===== src/rtl/clk_ratio_meter.sv =====
`default_nettype none
// clk_ratio_meter -- times high/low phases of a divided clock in ref cycles,
// reports the period, declares lock and flags missing edges. Rev 1.0
module clk_ratio_meter #(
  parameter int RATIO_WIDTH = 8,
  parameter int SYNC_STAGES = 2,
  parameter int LOCK_COUNT  = 4
) (
  input  logic                   I_ref_clk,
  input  logic                   I_rst_n,
  input  logic                   I_meas_en,
  input  logic                   I_div_clk,
  output logic [RATIO_WIDTH-1:0] o_ratio,
  output logic [RATIO_WIDTH-1:0] o_high_cnt,
  output logic [RATIO_WIDTH-1:0] o_low_cnt,
  output logic                   o_valid,
  output logic                   o_locked,
  output logic                   o_timeout
);

  localparam int                     MATCH_W  = $clog2(LOCK_COUNT + 1);
  localparam logic [RATIO_WIDTH-1:0] CNT_MAX  = '1;
  localparam logic [RATIO_WIDTH-1:0] CNT_ONE  = RATIO_WIDTH'(1);
  localparam logic [MATCH_W-1:0]     LOCK_VAL = MATCH_W'(LOCK_COUNT);

  typedef enum logic [1:0] {
    IDLE      = 2'd0,
    WAIT_RISE = 2'd1,
    MEAS_HIGH = 2'd2,
    MEAS_LOW  = 2'd3
  } state_t;

  state_t                 state, state_nxt;
  logic [SYNC_STAGES-1:0] sync_ff;
  logic                   hist;
  logic                   rise, fall, edge_seen;
  logic [RATIO_WIDTH-1:0] cnt, cnt_nxt;
  logic [RATIO_WIDTH-1:0] high_q, high_nxt;
  logic [MATCH_W-1:0]     match_cnt, match_nxt;
  logic [RATIO_WIDTH:0]   sum;
  logic                   load, tmo;

  assign rise      = sync_ff[SYNC_STAGES-1] & ~hist;
  assign fall      = ~sync_ff[SYNC_STAGES-1] & hist;
  assign edge_seen = rise | fall;
  assign sum       = {1'b0, high_q} + {1'b0, cnt};

  always_ff @(posedge I_ref_clk or negedge I_rst_n) begin
    if (!I_rst_n) begin
      sync_ff <= '0;
      hist    <= 1'b0;
    end else begin
      sync_ff <= {sync_ff[SYNC_STAGES-2:0], I_div_clk};
      hist    <= sync_ff[SYNC_STAGES-1];
    end
  end

  always_ff @(posedge I_ref_clk or negedge I_rst_n) begin
    if (!I_rst_n) state <= IDLE;
    else          state <= state_nxt;
  end

  always_comb begin
    state_nxt = state;
    cnt_nxt   = cnt;
    high_nxt  = high_q;
    match_nxt = match_cnt;
    load      = 1'b0;
    tmo       = 1'b0;
    if (!I_meas_en) begin
      state_nxt = IDLE;
      cnt_nxt   = '0;
      high_nxt  = '0;
      match_nxt = '0;
    end else if (state == IDLE) begin
      state_nxt = WAIT_RISE;
      cnt_nxt   = CNT_ONE;
    end else begin
      // Every edge restarts the phase count; a saturated count with no edge is a timeout.
      if (edge_seen) begin
        cnt_nxt = CNT_ONE;
      end else if (cnt == CNT_MAX) begin
        tmo       = 1'b1;
        cnt_nxt   = CNT_ONE;
        state_nxt = WAIT_RISE;
      end else begin
        cnt_nxt = cnt + 1'b1;
      end
      case (state)
        WAIT_RISE: if (rise) state_nxt = MEAS_HIGH;
        MEAS_HIGH: if (fall) begin
          high_nxt  = cnt;
          state_nxt = MEAS_LOW;
        end
        MEAS_LOW: if (rise) begin
          if (sum[RATIO_WIDTH]) begin
            tmo       = 1'b1;
            state_nxt = WAIT_RISE;
          end else begin
            load      = 1'b1;
            state_nxt = MEAS_HIGH;
          end
        end
        default: ;
      endcase
      if (tmo) begin
        match_nxt = '0;
      end else if (load) begin
        if (sum[RATIO_WIDTH-1:0] == o_ratio && match_cnt != '0)
          match_nxt = (match_cnt == LOCK_VAL) ? match_cnt : match_cnt + 1'b1;
        else
          match_nxt = MATCH_W'(1);
      end
    end
  end

  always_ff @(posedge I_ref_clk or negedge I_rst_n) begin
    if (!I_rst_n) begin
      cnt        <= '0;
      high_q     <= '0;
      match_cnt  <= '0;
      o_ratio    <= '0;
      o_high_cnt <= '0;
      o_low_cnt  <= '0;
      o_valid    <= 1'b0;
      o_locked   <= 1'b0;
      o_timeout  <= 1'b0;
    end else begin
      cnt       <= cnt_nxt;
      high_q    <= high_nxt;
      match_cnt <= match_nxt;
      o_valid   <= load;
      o_locked  <= (match_nxt == LOCK_VAL);
      if (load) begin
        o_ratio    <= sum[RATIO_WIDTH-1:0];
        o_high_cnt <= high_q;
        o_low_cnt  <= cnt;
      end
      if (!I_meas_en || load) o_timeout <= 1'b0;
      else if (tmo)           o_timeout <= 1'b1;
    end
  end

endmodule
`default_nettype wire


===== config.mk =====
export PLATFORM = sky130hd
export DESIGN_NAME = clk_ratio_meter
export DESIGN_NICKNAME = d
export VERILOG_FILES = /design/src/rtl/clk_ratio_meter.sv
export SDC_FILE = /design/constraint.sdc
export NUM_CORES = 1
export LEC_CHECK = 0
export ABC_AREA = 1
export CORE_ASPECT_RATIO = 0.8
export CORE_UTILIZATION = 50
export CTS_CLUSTER_DIAMETER = 150
export DETAILED_ROUTE_END_ITERATION = 8
export PLACE_DENSITY = 0.82
export SLEW_MARGIN = 15
export SYNTH_ARGS = -nofsm -noshare
export SYNTH_HDL_FRONTEND = slang
export SYNTH_SLANG_ARGS = --single-unit
export TNS_END_PERCENT = 30

===== constraint.sdc =====
create_clock -name I_ref_clk -period 2.19 [get_ports I_ref_clk]
set_input_delay 0.438 -clock I_ref_clk [delete_from_list [all_inputs] [get_ports I_ref_clk]]
set_output_delay 0.438 -clock I_ref_clk [all_outputs]
set_load 0.005 [all_outputs]

==> Word-level counts from Yosys, hierarchy flattened <==
Index checks and enable logic that the tools add are counted.
{ "op_classes": {"n_eq_ne": 10, "bitwise": 5, "add_sub_neg": 3, "n_reduce_logical": 7, "n_mux": 41} }
{ "ops": {"columns": ["op", "count"], "rows": [
  ["$mux W8", 8],
  ["$mux W1", 18],
  ["$mux W3", 6],
  ["$mux W2", 8],
  ["$add A8 B8 Y9", 1],
  ["$add A8 B1 Y8 const B", 1],
  ["$eq A8 B8 Y1", 1],
  ["$eq A8 B8 Y1 const B", 1],
  ["$eq A3 B3 Y1 const B", 2],
  ["$pmux W2 S3", 1],
  ["$eq A2 B2 Y1 const B", 2],
  ["$ne A2 B1 Y1 const B", 2],
  ["$add A3 B1 Y3 const B", 1],
  ["$reduce_and A3 Y1", 1],
  ["$reduce_bool A3 Y1", 1],
  ["$and A1 B1 Y1", 2],
  ["$eq A2 B1 Y1 const B", 1],
  ["$logic_not A2 Y1", 1],
  ["$ne A2 B2 Y1 const B", 1],
  ["$not A1 Y1", 2],
  ["$reduce_bool A2 Y1", 1],
  ["$logic_and A1 B1 Y1", 1],
  ["$logic_not A1 Y1", 1],
  ["$logic_or A1 B1 Y1", 1],
  ["$or A1 B1 Y1", 1]
]} }
{ "totals": {"wordCells": 78, "in_bits": 4, "register_bits": 51, "output_inout_bits": 27} }

==> Longest topological paths before layout <==
Gate-level depths: netlist of the first run.
{ "logic_depth": {"word_depth": 13, "depth_mapped": 19, "mapped_depth_nobuf": 19} }

==> Worst setup path after synthesis of the first run <==
Ideal clock, no wire load.
{ "synth_path": {"path_type": "flip-flop to flip-flop", "startpoint": "reg cnt[0]", "endpoint": "reg o_low_cnt[4]", "setup_time_ps": 122, "path_slack_ps": 33, "arrival_time_ps": 2035, "period_less_slack_ps": 2157, "t_required_ps": 2068, "path_stages_with_launch": 14, "n_path_buf": 1, "path_cell_list": "dfrtp_1 -> ha_1 -> fa_1 -> nand3_1 -> nand2_1 -> nand4_1 -> nand2_1 -> nor2_4 -> inv_2 -> nor2_8 -> inv_2 -> buf_4 -> nand2_1 -> o21ai_1"} }
{ "synth_via": {"elab_chain_len": 8} }
{ "synth_lines": {"columns": ["element", "line_no", "rtl"], "rows": [
  ["start, declared", "37", "logic [RATIO_WIDTH-1:0] cnt, cnt_nxt;"],
  ["start signal, assigned", "129", "cnt <= cnt_nxt;"],
  ["$add A8 B8 Y9", "46", "assign sum = {1'b0, high_q} + {1'b0, cnt};"],
  ["$mux W1", "96", "if (sum[RATIO_WIDTH]) begin"],
  ["$mux W1", "95", "MEAS_LOW: if (rise) begin"],
  ["$mux W1", "89", "case (state)"],
  ["$mux W1", "75", "end else if (state == IDLE) begin"],
  ["$mux W1", "70", "if (!I_meas_en) begin"],
  ["$mux W1", "75", null],
  ["$mux W1", "70", null],
  ["net load", "41", "logic load, tmo;"],
  ["end signal, assigned", "137", "o_low_cnt <= cnt;"],
  ["end, declared", "15", "output logic [RATIO_WIDTH-1:0] o_low_cnt,"]
]} }
The timed path passes the listed nets, and every way through them passes these cells. The select of a mux whose other input is x is not followed.
A chain may end at the register's enable or synchronous reset.

==> Worst setup path in the final report of the first run <==
{ "layout_path": {"startpoint": "reg cnt[0]", "endpoint": "reg o_locked"} }
{ "layout_via": {"word_cells_on_any_way": 22, "classes_between": "add/sub: 1; eq/ne: 3; mux: 17; reduce/logical: 1"} }
{ "layout_lines": {"columns": ["element", "line_no", "rtl"], "rows": [
  ["$add A8 B8 Y9", "46", null],
  ["net sum[1]", "40", "logic [RATIO_WIDTH:0] sum;"],
  ["$eq A8 B8 Y1", "109", "if (sum[RATIO_WIDTH-1:0] == o_ratio && match_cnt != '0)"],
  ["$logic_and A1 B1 Y1", "109", null],
  ["$mux W3", "109", null],
  ["$mux W3", "108", "end else if (load) begin"],
  ["$mux W3", "106", "if (tmo) begin"],
  ["$mux W3", "75", null],
  ["$mux W3", "70", null],
  ["$eq A3 B3 Y1", "133", "o_locked <= (match_nxt == LOCK_VAL);"],
  ["end signal, assigned", "133", null],
  ["end, declared", "17", "output logic o_locked,"]
]} }
The timed path passes the listed nets, and every way through them passes these cells. The select of a mux whose other input is x is not followed.

==> results of run 1 <==
[registers in the layout, summed over array words and instances (netlist names)]
| signal | count |
|---|---|
| sync_ff | 2 |
| o_low_cnt | 8 |
| state | 2 |
| high_q | 8 |
| match_cnt | 3 |
| o_valid | 1 |
| o_timeout | 1 |
| cnt | 8 |
| hist | 1 |
| o_ratio | 8 |
| o_locked | 1 |
| o_high_cnt | 8 |
[metrics by stage]
step | hold WS [ns] | util | setup WS [ns]
2_1_floorplan | 0.142 | - | 0.0330
3_3_place_gp | 0.339 | 0.624 | -0.132
3_5_place_dp | 0.340 | 0.624 | -0.154
4_1_cts | 0.100 | 0.647 | -0.123
5_1_grt | 0.129 | 0.660 | -0.399
6_report | 0.0865 | 0.660 | -0.144
[Yosys cell counts (all sizes together)]
cell type / number
nand3: 24
o211ai: 2
dfrtp: 51
buf: 4
xor2: 3
o2111ai: 1
fa: 1
o221ai: 1
o22ai: 8
nor3b: 1
nor2: 26
xnor2: 3
o21a: 1
a21oi: 10
o21ai: 25
inv: 59
ha: 13
nand3b: 3
nand2: 97
nand4: 1
nor3: 5
a31oi: 2
[power groups by stage]
stage / logic (W) / registers (W) / clock network (W)
global placement: 0.000295 / 0.00107 / 0
floorplan: 0.000130 / 0.00107 / 0
CTS: 0.000306 / 0.00105 / 0.000580
global route: 0.000356 / 0.00106 / 0.000609
detailed placement: 0.000303 / 0.00107 / 0
finish: 0.000314 / 0.00105 / 0.000570
[layout make-up]
class                      count  area (um^2)  share of cell area
clock buffer                   7         86.3              0.0254
tap                           62         77.6              0.0228
multi-input combinational    227         1260               0.370
inverter                      59          226              0.0666
timing repair buffer          48          468               0.138
clock inverter                 1         8.76             0.00257
sequential                    51         1280               0.375
[logic make-up (layout without fill, tap and decap cells)]
| kind of cell | after synthesis | in the layout | synth area share |
|---|---|---|---|
| flops | 51 | 51 | 0.466 |
| simple gates | 157 | 157 | 0.250 |
| compound gates | 50 | 50 | 0.103 |
| fa+ha+maj | 14 | 14 | 0.0666 |
| buf+inv | 63 | 115 | 0.0958 |
| xor+xnor | 6 | 6 | 0.0192 |
[timing repair]
item,4_1_cts,5_1_grt
setup endpoints to repair,26,29
pin swaps,1,2
gates resized for setup,3,20
buffers inserted,2,2
hold buffers,0,0
cloned,0,0
[metal layers]
metal  up-vias  part of all wire
met2       101              0.45
met3        15             0.068
li1       1186                 -
met1      1119              0.46
met4         0             0.015
met5         -                 0
[worst paths after layout]
path                                 startpoint                   endpoint  slack, ns  depth (start not counted)
max in group asynchronous               I_rst_n       sync_ff[0]$_DFF_PN0_       1.58                          2
min                                     I_rst_n  o_high_cnt[2]$_DFFE_PN0P_       0.09                          1
min in group I_ref_clk     sync_ff[0]$_DFF_PN0_       sync_ff[1]$_DFF_PN0_       0.36                          0
max                            cnt[0]$_DFF_PN0_         o_locked$_DFF_PN0_      -0.14                         18
min reg2reg                sync_ff[0]$_DFF_PN0_       sync_ff[1]$_DFF_PN0_       0.36                          0
max reg2reg                    cnt[0]$_DFF_PN0_         o_locked$_DFF_PN0_      -0.14                         18
[critical path: stages (launching register included)]
cell,delay (ns)
dfrtp_1,0.40
ha_2,0.20
fa_2,0.53
inv_2,0.04
nand2_1,0.05
nand2_1,0.05
nor2_1,0.08
nand2_1,0.06
nor2_1,0.09
nand2_1,0.07
nor2_1,0.08
nand2_1,0.06
nor2_2,0.11
nand2_1,0.07
nand2_2,0.08
nand3_1,0.08
nand2_1,0.07
nand2_1,0.07
nor2_1,0.10
==> results.md, run 1 <==
* Dominant cells by area after synthesis: dfrtp_1 47%, nand2_1 13%, inv_1 7.4%
* Clk pwr share at 0.294
* Critical path required time at 2.43 ns
* Final Max Slew Viols at 0
* Pwr Density at 570 nW/um^2
* Drt wl/cell at 13.1 um
* Max_slew headroom at 0.670
* Final Hold Vio Count at 0
* CP Capture Type: flop
* Flop pwr share at 0.544
* Arrival @ worst endpoint at 2.58 ns
* Share of cells above drive strength 1 at 0.150
* Global placement routability congestion at 0.900
* Commonest non-fill, non-tap cell in the layout: nand2_1
* Initial antenna violation count at 0
* Synth unique cells at 30
* Status: finished, violations left
* Min cycle time layout at 2.33 ns
* Rows at 23
* Peak Freq at 428 MHz
* Maximum fanout along the worst path at 3
* Hold WC Path Type: input port to async pin
* CTS max path bufs at 2
* Synthesized cell area at 2740 um^2
* Part of the power in combinational logic at 0.162
* Vias in the first global route at 2261
* IO Pins at 31
* Die Span X at 84.8 um
* Maximum Capacitance Violations at 0
* Placed Area at 3220 um^2
* Startpoint types: flop
* Largest net degree at the start of global routing at 32
* Synthesized flop and latch total at 51
* DRC viols at 2
* Crit path kind: flop to flop
* Worst setup margin at -0.144 ns
* Via count at 2421
* Peak supply drop at 0.363 mV
* # fillers at 427
* Initial Utilization at 0.532
* Setup TNS at -0.384 ns
* Final layout net count at 410
* Violated checks: design-rule violations, negative setup slack
* WL final at 5970 um
* Worst-Margin Slew at 0.496 ns
* Yosys top cell by area: dfrtp_1
* Detail Route Antenna Nets at 0
* Diode count at 0
* Internal power at 0.00143 W
* Total gr overflow at 0
* Die height at 68.2 um
* Synth top area share at 0.466
* Commonest non-fill, non-tap cells in the layout: 82 x nand2_1, 53 x inv_1, 51 x dfrtp_1, 29 x clkdlybuf4s50_1, 23 x nand3_1
* Synthesized instance count at 341
* RSZ-0062 raised after global routing: yes
* Final Instance Area at 3400 um^2
* CTS buffer count at 5
* Die ar. at 5780 um^2
* # port buffers at 30
* M3 GR Usage at 0.0470
* First-pass GRT wire length at 9980 um
* TritonRoute pass-1 iters at 9
* Warnings from Yosys at 0
* Switching pwr at 0.000503 W
* GR peak layer: met2
* Syn nets at 359
* Total power at 0.00194 W
* Syn Area/Cell at 8.04 um^2
* Detailed Place HPWL at 4530 um
* Vias per cell at 5.32
* Root buffer cell: clkbuf_8
* CORE AREA at 5150 um^2
* # placed instances at 443
* Post-route clock skew at 0.00535 ns
* Final Cycle Share at 1.07
* Final setup fails at 4
* Met1 usage at 0.299
* M2 GR Usage at 0.379
* Clock net sink count at 51
* Lkg Pwr at 1.70 nW
* Overall routing resource usage at 0.226
* CTS clk-pin slew, worst paths at 0.09 ns
* Final std cells w/o fill at 455
* CTS tree: done
* Layout area overhead at 24.1%
* Post-synthesis sequential area ratio at 0.466
* DRT iter0 DRCs at 243
* H-tree depth at 2
* Worst skew pair latency at 0.30 ns
* Sw Ratio at 0.260
No activity file was read; power rests on OpenSTA's default activity.
==> run 2: changes to the inputs <==
- CORE_MARGIN: not set -> 10
- GPL_TIMING_DRIVEN: not set -> 0
- SLEW_MARGIN: 15 -> not set
==> run 2 against run 1 <==
- the flow finishes with violations (negative setup slack)
- setup slack lost 0.060 ns
- flip-flop and latch count unchanged
- clock skew down 0.0027 ns
- sequential power about the same
- worst hold slack improved by 0.0034 ns
- clock power increased by 10%
- global-route usage shrank 8.5 points
- maximum frequency down 2.5%
- die area up 53%
- critical endpoint unchanged
- largest cell class unchanged
==> results.md, run 2 (synthesis gave the netlist of run 1 again) <==
* Global placement routability congestion at 0.930 (was 0.900)
* Initial antenna violation count at 0 (unchanged)
* Die height at 86.2 um (was 68.2 um)
* Rows at 24 (was 23)
* CTS tree: done (unchanged)
* Hold WC Path Type: input port to async pin (unchanged)
* Overall routing resource usage at 0.141 (was 0.226)
* IO Pins at 31 (unchanged)
* R2R Setup Slk at -0.20 ns (was -0.14 ns)
* Post-route clock skew at 0.00263 ns (was 0.00535 ns)
* Final layout net count at 403 (was 410)
* Die ar. at 8860 um^2 (was 5780 um^2)
* CTS max path bufs at 2 (unchanged)
* H-tree depth at 2 (unchanged)
* WL final at 6120 um (was 5970 um)
* Pwr Density at 601 nW/um^2 (was 570 nW/um^2)
* First-pass GRT wire length at 10200 um (was 9980 um)
* CORE AREA at 5380 um^2 (was 5150 um^2)
* Vias in the first global route at 2248 (was 2261)
* CP Cell Sequence: ha_2, fa_1, inv_2, nand2_1, nand2_1, nor2_1, nand2_1, nor2_1, nand2_1, nor2_1, nand2_1, nor2_1, nand2_1, nand2_2, nand3_1, nand2_1, nand2_2, nor2_1 (was ha_2, fa_2, inv_2, nand2_1, nand2_1, nor2_1, nand2_1, nor2_1, nand2_1, nor2_1, nand2_1, nor2_2, nand2_1, nand2_2, nand3_1, nand2_1, nand2_1, nor2_1)
* Worst skew pair latency at 0.30 ns (about the same)
* Core Util, Final at 0.615 (was 0.660)
* Status: finished, violations left (unchanged)
* Startpoint types: flop (unchanged)
* CP Capture Type: flop (unchanged)
* Via count at 2364 (was 2421)
* RSZ-0062 raised after global routing: yes (unchanged)
* Reg2Reg Depth at 18 (unchanged)
* Max_slew headroom at 0.676 (was 0.670)
* Vias per cell at 5.25 (was 5.32)
* Worst-Margin Slew at 0.486 ns (was 0.496 ns)
* Crit path buf inv count at 1 (unchanged)
* Clock net sink count at 51 (unchanged)
* Drt wl/cell at 13.6 um (was 13.1 um)
* # port buffers at 30 (unchanged)
* Final Cycle Share at 1.09 (was 1.07)
* Die Span X at 103 um (was 84.8 um)
* TritonRoute pass-1 iters at 4 (was 9)
* RR Endpoint: o_locked$_DFF_PN0_ (unchanged)
* Share of cells above drive strength 1 at 0.0961 (was 0.150)
* Peak Freq at 418 MHz (was 428 MHz)
* Final setup fails at 26 (was 4)
* Total gr overflow at 0 (unchanged)
* CTS buffer count at 5 (unchanged)
* Violated checks: negative setup slack (was design-rule violations, negative setup slack)
* Diode count at 0 (unchanged)
* CTS clk-pin slew, worst paths at 0.09 ns (about the same)
* DRT iter0 DRCs at 174 (was 243)
* Crit path kind: flop to flop (unchanged)
* Peak supply drop at 0.398 mV (was 0.363 mV)
* Final Hold Vio Count at 0 (unchanged)
* Min cycle time layout at 2.39 ns (was 2.33 ns)
* Lkg Pwr at 1.65 nW (was 1.70 nW)
* CP dominant cell by count: nand2_1 (unchanged)
* Largest net degree at the start of global routing at 32 (unchanged)
* Root buffer cell: clkbuf_8 (unchanged)
* Detailed Place HPWL at 4610 um (was 4530 um)
* Worst setup margin at -0.205 ns (was -0.144 ns)
* CP delay by family, top: simple AND/OR/NAND/NOR gates (unchanged)
* Layout area overhead at 20.6% (was 24.1%)
* Initial Utilization at 0.510 (was 0.532)
* DRC viols at 0 (was 2)
* Maximum fanout along the worst path at 3 (unchanged)
* Max incr delay on CP at 0.51 ns (was 0.53 ns)
* Total power at 0.00199 W (was 0.00194 W)
* Commonest non-fill, non-tap cells in the layout: 92 x nand2_1, 53 x inv_1, 51 x dfrtp_1, 29 x clkdlybuf4s50_1 (was 82 x nand2_1, 53 x inv_1, 51 x dfrtp_1, 29 x clkdlybuf4s50_1, 23 x nand3_1)
* Final Max Slew Viols at 0 (unchanged)
* Critical path required time at 2.43 ns (about the same)
* Maximum Capacitance Violations at 0 (unchanged)
* Commonest non-fill, non-tap cell in the layout: nand2_1 (unchanged)
* Crit path max-delay cell type: fa_1 (was fa_2)
* Detail Route Antenna Nets at 0 (unchanged)
* Reg-to-Reg Start: high_q[0]$_DFFE_PN0P_ (was cnt[0]$_DFF_PN0_)
* Arrival @ worst endpoint at 2.63 ns (was 2.58 ns)
run 2: changes by cell type in the layout (fill, tap and decap cells not counted), sizes merged:
cell and delta:
buf -7, clkinv -1, bufinv +1, clkbuf -1
run 2: per-layer routing:
layer  GRT usage  part of all wire  vias up
li1            -                 -     1174
met2       0.237              0.47       51
met4      0.0404             0.015        0
met3      0.0326             0.049       11
met5           0                 0        -
met1       0.177              0.46     1128
run 2: report_power, final:
group	switching (W)	leakage (nW)	internal [W]	total (W)
clock	0.000293	0.0513	0.000335	0.000629
sequential	0.0000464	0.652	0.00101	0.00105
combinational	0.000145	0.951	0.000161	0.000306
run 2: timing repair:
| action | CTS | global route |
|---|---|---|
| endpoints found under the setup margin | 27 | 29 |
| hold endpoints to repair | 0 | 0 |
| buffers inserted | 3 | 3 |
| pin swaps | 2 | 0 |
| gates resized for setup | 3 | 4 |
| hold buffers | 0 | 0 |
run 2: how the worst max path moves through the flow:
stage / to / depth (start not counted) / from / slack [ns]
5_1_grt: o_locked$_DFF_PN0_ / 18 / high_q[0]$_DFFE_PN0P_ / -0.42
4_1_cts: o_locked$_DFF_PN0_ / 19 / cnt[0]$_DFF_PN0_ / -0.16
3_5_place_dp: o_high_cnt[3]$_DFFE_PN0P_ / 13 / cnt[0]$_DFF_PN0_ / -0.30
2_1_floorplan: o_low_cnt[4]$_DFFE_PN0P_ / 13 / cnt[0]$_DFF_PN0_ / 0.03
3_3_place_gp: match_cnt[0]$_DFF_PN0_ / 1 / I_rst_n / -0.78
6_report: o_locked$_DFF_PN0_ / 18 / high_q[0]$_DFFE_PN0P_ / -0.20
run 2: cell type report:
class,count,area [um^2]
Inverter,59,221
Clock buffer,6,72.6
Timing Repair Buffer,37,360
Buffer,4,41.3
Fill cell,470,2070
Tap cell,65,81.3
Multi-Input combinational cell,227,1220
Sequential cell,51,1280
Clock inverter,1,30.0
run 2: per-stage QoR:
stage	cell area, um^2	setup TNS [ns]	std cells	worst slack [ns]	hold WS [ns]
6_report	3310	-3.40	450	-0.205	0.0899
5_1_grt	3310	-7.18	450	-0.423	0.132
4_1_cts	3270	-2.48	447	-0.164	0.111
3_5_place_dp	3140	-6.72	437	-0.300	0.341
3_3_place_gp	3120	-45.52	436	-0.782	0.337
2_1_floorplan	2740	0	341	0.0330	0.142
==> run 3: changes to the inputs <==
- CAP_MARGIN: not set -> 20
- CORE_MARGIN: 10 -> not set
==> run 3 against run 2 <==
- the flow finishes with violations (design-rule violations, negative setup slack)
- sequential power barely moved
- final cell count fell by 0.22%
- routed wire length rose by 1.1%
- clock skew rose by 0.0046 ns
- clock-buffer cell count did not move
- flip-flop and latch count did not move
- clock power fell by 14%
- critical endpoint unchanged
- largest cell class unchanged
==> results.md, run 3 (synthesis gave the netlist of run 1 again) <==
* WL final at 6190 um (was 6120 um)
* TritonRoute pass-1 iters at 9 (was 4)
* H-tree depth at 2 (unchanged)
* CTS buffer count at 5 (unchanged)
* Detailed Place HPWL at 4620 um (was 4610 um)
* Final Max Slew Viols at 0 (unchanged)
* Max incr delay on CP at 0.53 ns (was 0.51 ns)
* CP Cell Sequence: ha_2, fa_1, inv_2, nand2_2, nand2_2, nor2_2, nand2_1, nor2_1, nand2_1, nor2_1, nand2_1, nor2_2, nand2_2, nand2_2, nand2_1, nand2_1, nand2_1, nand2_1, nor2_1 (was ha_2, fa_1, inv_2, nand2_1, nand2_1, nor2_1, nand2_1, nor2_1, nand2_1, nor2_1, nand2_1, nor2_1, nand2_1, nand2_2, nand3_1, nand2_1, nand2_2, nor2_1)
* Hold WC Path Type: flop to flop (was input port to async pin)
* Final setup fails at 26 (unchanged)
* CTS max path bufs at 2 (unchanged)
* Overall routing resource usage at 0.241 (was 0.141)
* # fillers at 426 (was 470)
* Global placement routability congestion at 0.885 (was 0.930)
* Violated checks: design-rule violations, negative setup slack (was negative setup slack)
* R2R Setup Slk at -0.22 ns (was -0.20 ns)
* RSZ-0062 raised after global routing: yes (unchanged)
* Rows at 23 (was 24)
* Pwr Density at 578 nW/um^2 (was 601 nW/um^2)
* Total power at 0.00191 W (was 0.00199 W)
* CORE AREA at 5150 um^2 (was 5380 um^2)
* Total gr overflow at 0 (unchanged)
* Lkg Pwr at 1.65 nW (about the same)
* Layout area overhead at 20.3% (was 20.6%)
* CP delay by family, top: simple AND/OR/NAND/NOR gates (unchanged)
* Vias per cell at 5.35 (was 5.25)
* CTS tree: done (unchanged)
* # port buffers at 30 (unchanged)
* IO Pins at 31 (unchanged)
* Arrival @ worst endpoint at 2.62 ns (was 2.63 ns)
* Share of cells above drive strength 1 at 0.103 (was 0.0961)
* Initial Utilization at 0.532 (was 0.510)
* Worst-Margin Slew at 0.471 ns (was 0.486 ns)
* Min cycle time layout at 2.41 ns (was 2.39 ns)
* CP dominant cell by count: nand2_1 (unchanged)
* DRT iter0 DRCs at 131 (was 174)
* Status: finished, violations left (unchanged)
* Peak Freq at 416 MHz (was 418 MHz)
* Worst skew pair latency at 0.32 ns (was 0.30 ns)
* Startpoint types: flop (unchanged)
* Root buffer cell: clkbuf_8 (unchanged)
* Multi-input logic area at 1220 um^2 (about the same)
* Maximum Capacitance Violations at 0 (unchanged)
* Crit path max-delay cell type: fa_1 (unchanged)
* Die height at 68.2 um (was 86.2 um)
* Clock net sink count at 51 (unchanged)
* Detail Route Antenna Nets at 0 (unchanged)
* Commonest non-fill, non-tap cell in the layout: nand2_1 (unchanged)
* Commonest non-fill, non-tap cells in the layout: 91 x nand2_1, 53 x inv_1, 51 x dfrtp_1, 29 x clkdlybuf4s50_1, 23 x nand3_1 (was 92 x nand2_1, 53 x inv_1, 51 x dfrtp_1, 29 x clkdlybuf4s50_1)
* Die Span X at 84.8 um (was 103 um)
* First-pass GRT wire length at 10600 um (was 10200 um)
* Initial antenna violation count at 0 (unchanged)
* Critical path required time at 2.41 ns (was 2.43 ns)
* Crit path buf inv count at 1 (unchanged)
* Largest net degree at the start of global routing at 42 (was 32)
* Worst setup margin at -0.215 ns (was -0.205 ns)
* Via count at 2401 (was 2364)
* CP Capture Type: flop (unchanged)
* Maximum fanout along the worst path at 3 (unchanged)
* Pre-CTS setup slack at -0.330 ns (was -0.300 ns)
* DRC viols at 1 (was 0)
* Drt wl/cell at 13.8 um (was 13.6 um)
* Crit path kind: flop to flop (unchanged)
* Die ar. at 5780 um^2 (was 8860 um^2)
* Diode count at 0 (unchanged)
* Peak supply drop at 0.367 mV (was 0.398 mV)
* CTS clk-pin slew, worst paths at 0.09 ns (about the same)
* Vias in the first global route at 2301 (was 2248)
* Final layout net count at 404 (was 403)
* Final Hold Vio Count at 0 (unchanged)
* Seq. cell area at 1280 um^2 (unchanged)
* Post-route clock skew at 0.00727 ns (was 0.00263 ns)
* Max_slew headroom at 0.684 (was 0.676)
* Final Cycle Share at 1.10 (was 1.09)
-- run 3: cell type report --
| class | instances | area share |
|---|---|---|
| timing repair buffer | 38 | 0.112 |
| buffer | 4 | 0.0125 |
| multi-input combinational | 227 | 0.372 |
| clock inverter | 2 | 0.00380 |
| inverter | 59 | 0.0672 |
| clock buffer | 6 | 0.0220 |
| tap | 62 | 0.0235 |
| sequential | 51 | 0.387 |
-- run 3: metrics by stage --
step                TNS (ns)  area, um^2  hold WS (ns)  utilization  std cells
floorplan                  0        2740         0.142            -        341
global placement      -46.60        3120         0.338        0.606        433
detailed placement     -7.56        3130         0.335        0.608        434
CTS                    -3.42        3260         0.370        0.634        447
global route           -8.31        3300         0.387        0.640        449
finish                 -4.03        3300         0.365        0.640        449
-- run 3: metal layers --
layer / up-vias / part of all wire / GRT usage
li1: 1181 / - / -
met1: 1129 / 0.46 / 0.308
met2: 77 / 0.47 / 0.422
met3: 14 / 0.052 / 0.0398
met4: 0 / 0.017 / 0.0890
met5: - / 0 / 0
-- run 3: worst paths after layout --
kind                                      start                         to  cells past startpoint
max                            cnt[0]$_DFF_PN0_         o_locked$_DFF_PN0_                     19
min                        sync_ff[0]$_DFF_PN0_       sync_ff[1]$_DFF_PN0_                      0
max reg2reg                    cnt[0]$_DFF_PN0_         o_locked$_DFF_PN0_                     19
min reg2reg                sync_ff[0]$_DFF_PN0_       sync_ff[1]$_DFF_PN0_                      0
max in group asynchronous               I_rst_n     o_ratio[6]$_DFFE_PN0P_                      3
min in group asynchronous               I_rst_n  o_high_cnt[3]$_DFFE_PN0P_                      2
-- run 3: timing repair --
item,in CTS,in global routing
gates resized for setup,3,6
hold endpoints to repair,6,0
pin swaps,3,0
hold buffers,1,0
buffers inserted,4,2
endpoints found under the setup margin,28,31
-- run 3: power breakdown --
part           switching, W  internal [W]  total (W)
combinational      0.000146      0.000163   0.000309
clock              0.000319      0.000224   0.000542
sequential        0.0000475       0.00101    0.00105
total              0.000512       0.00139    0.00191
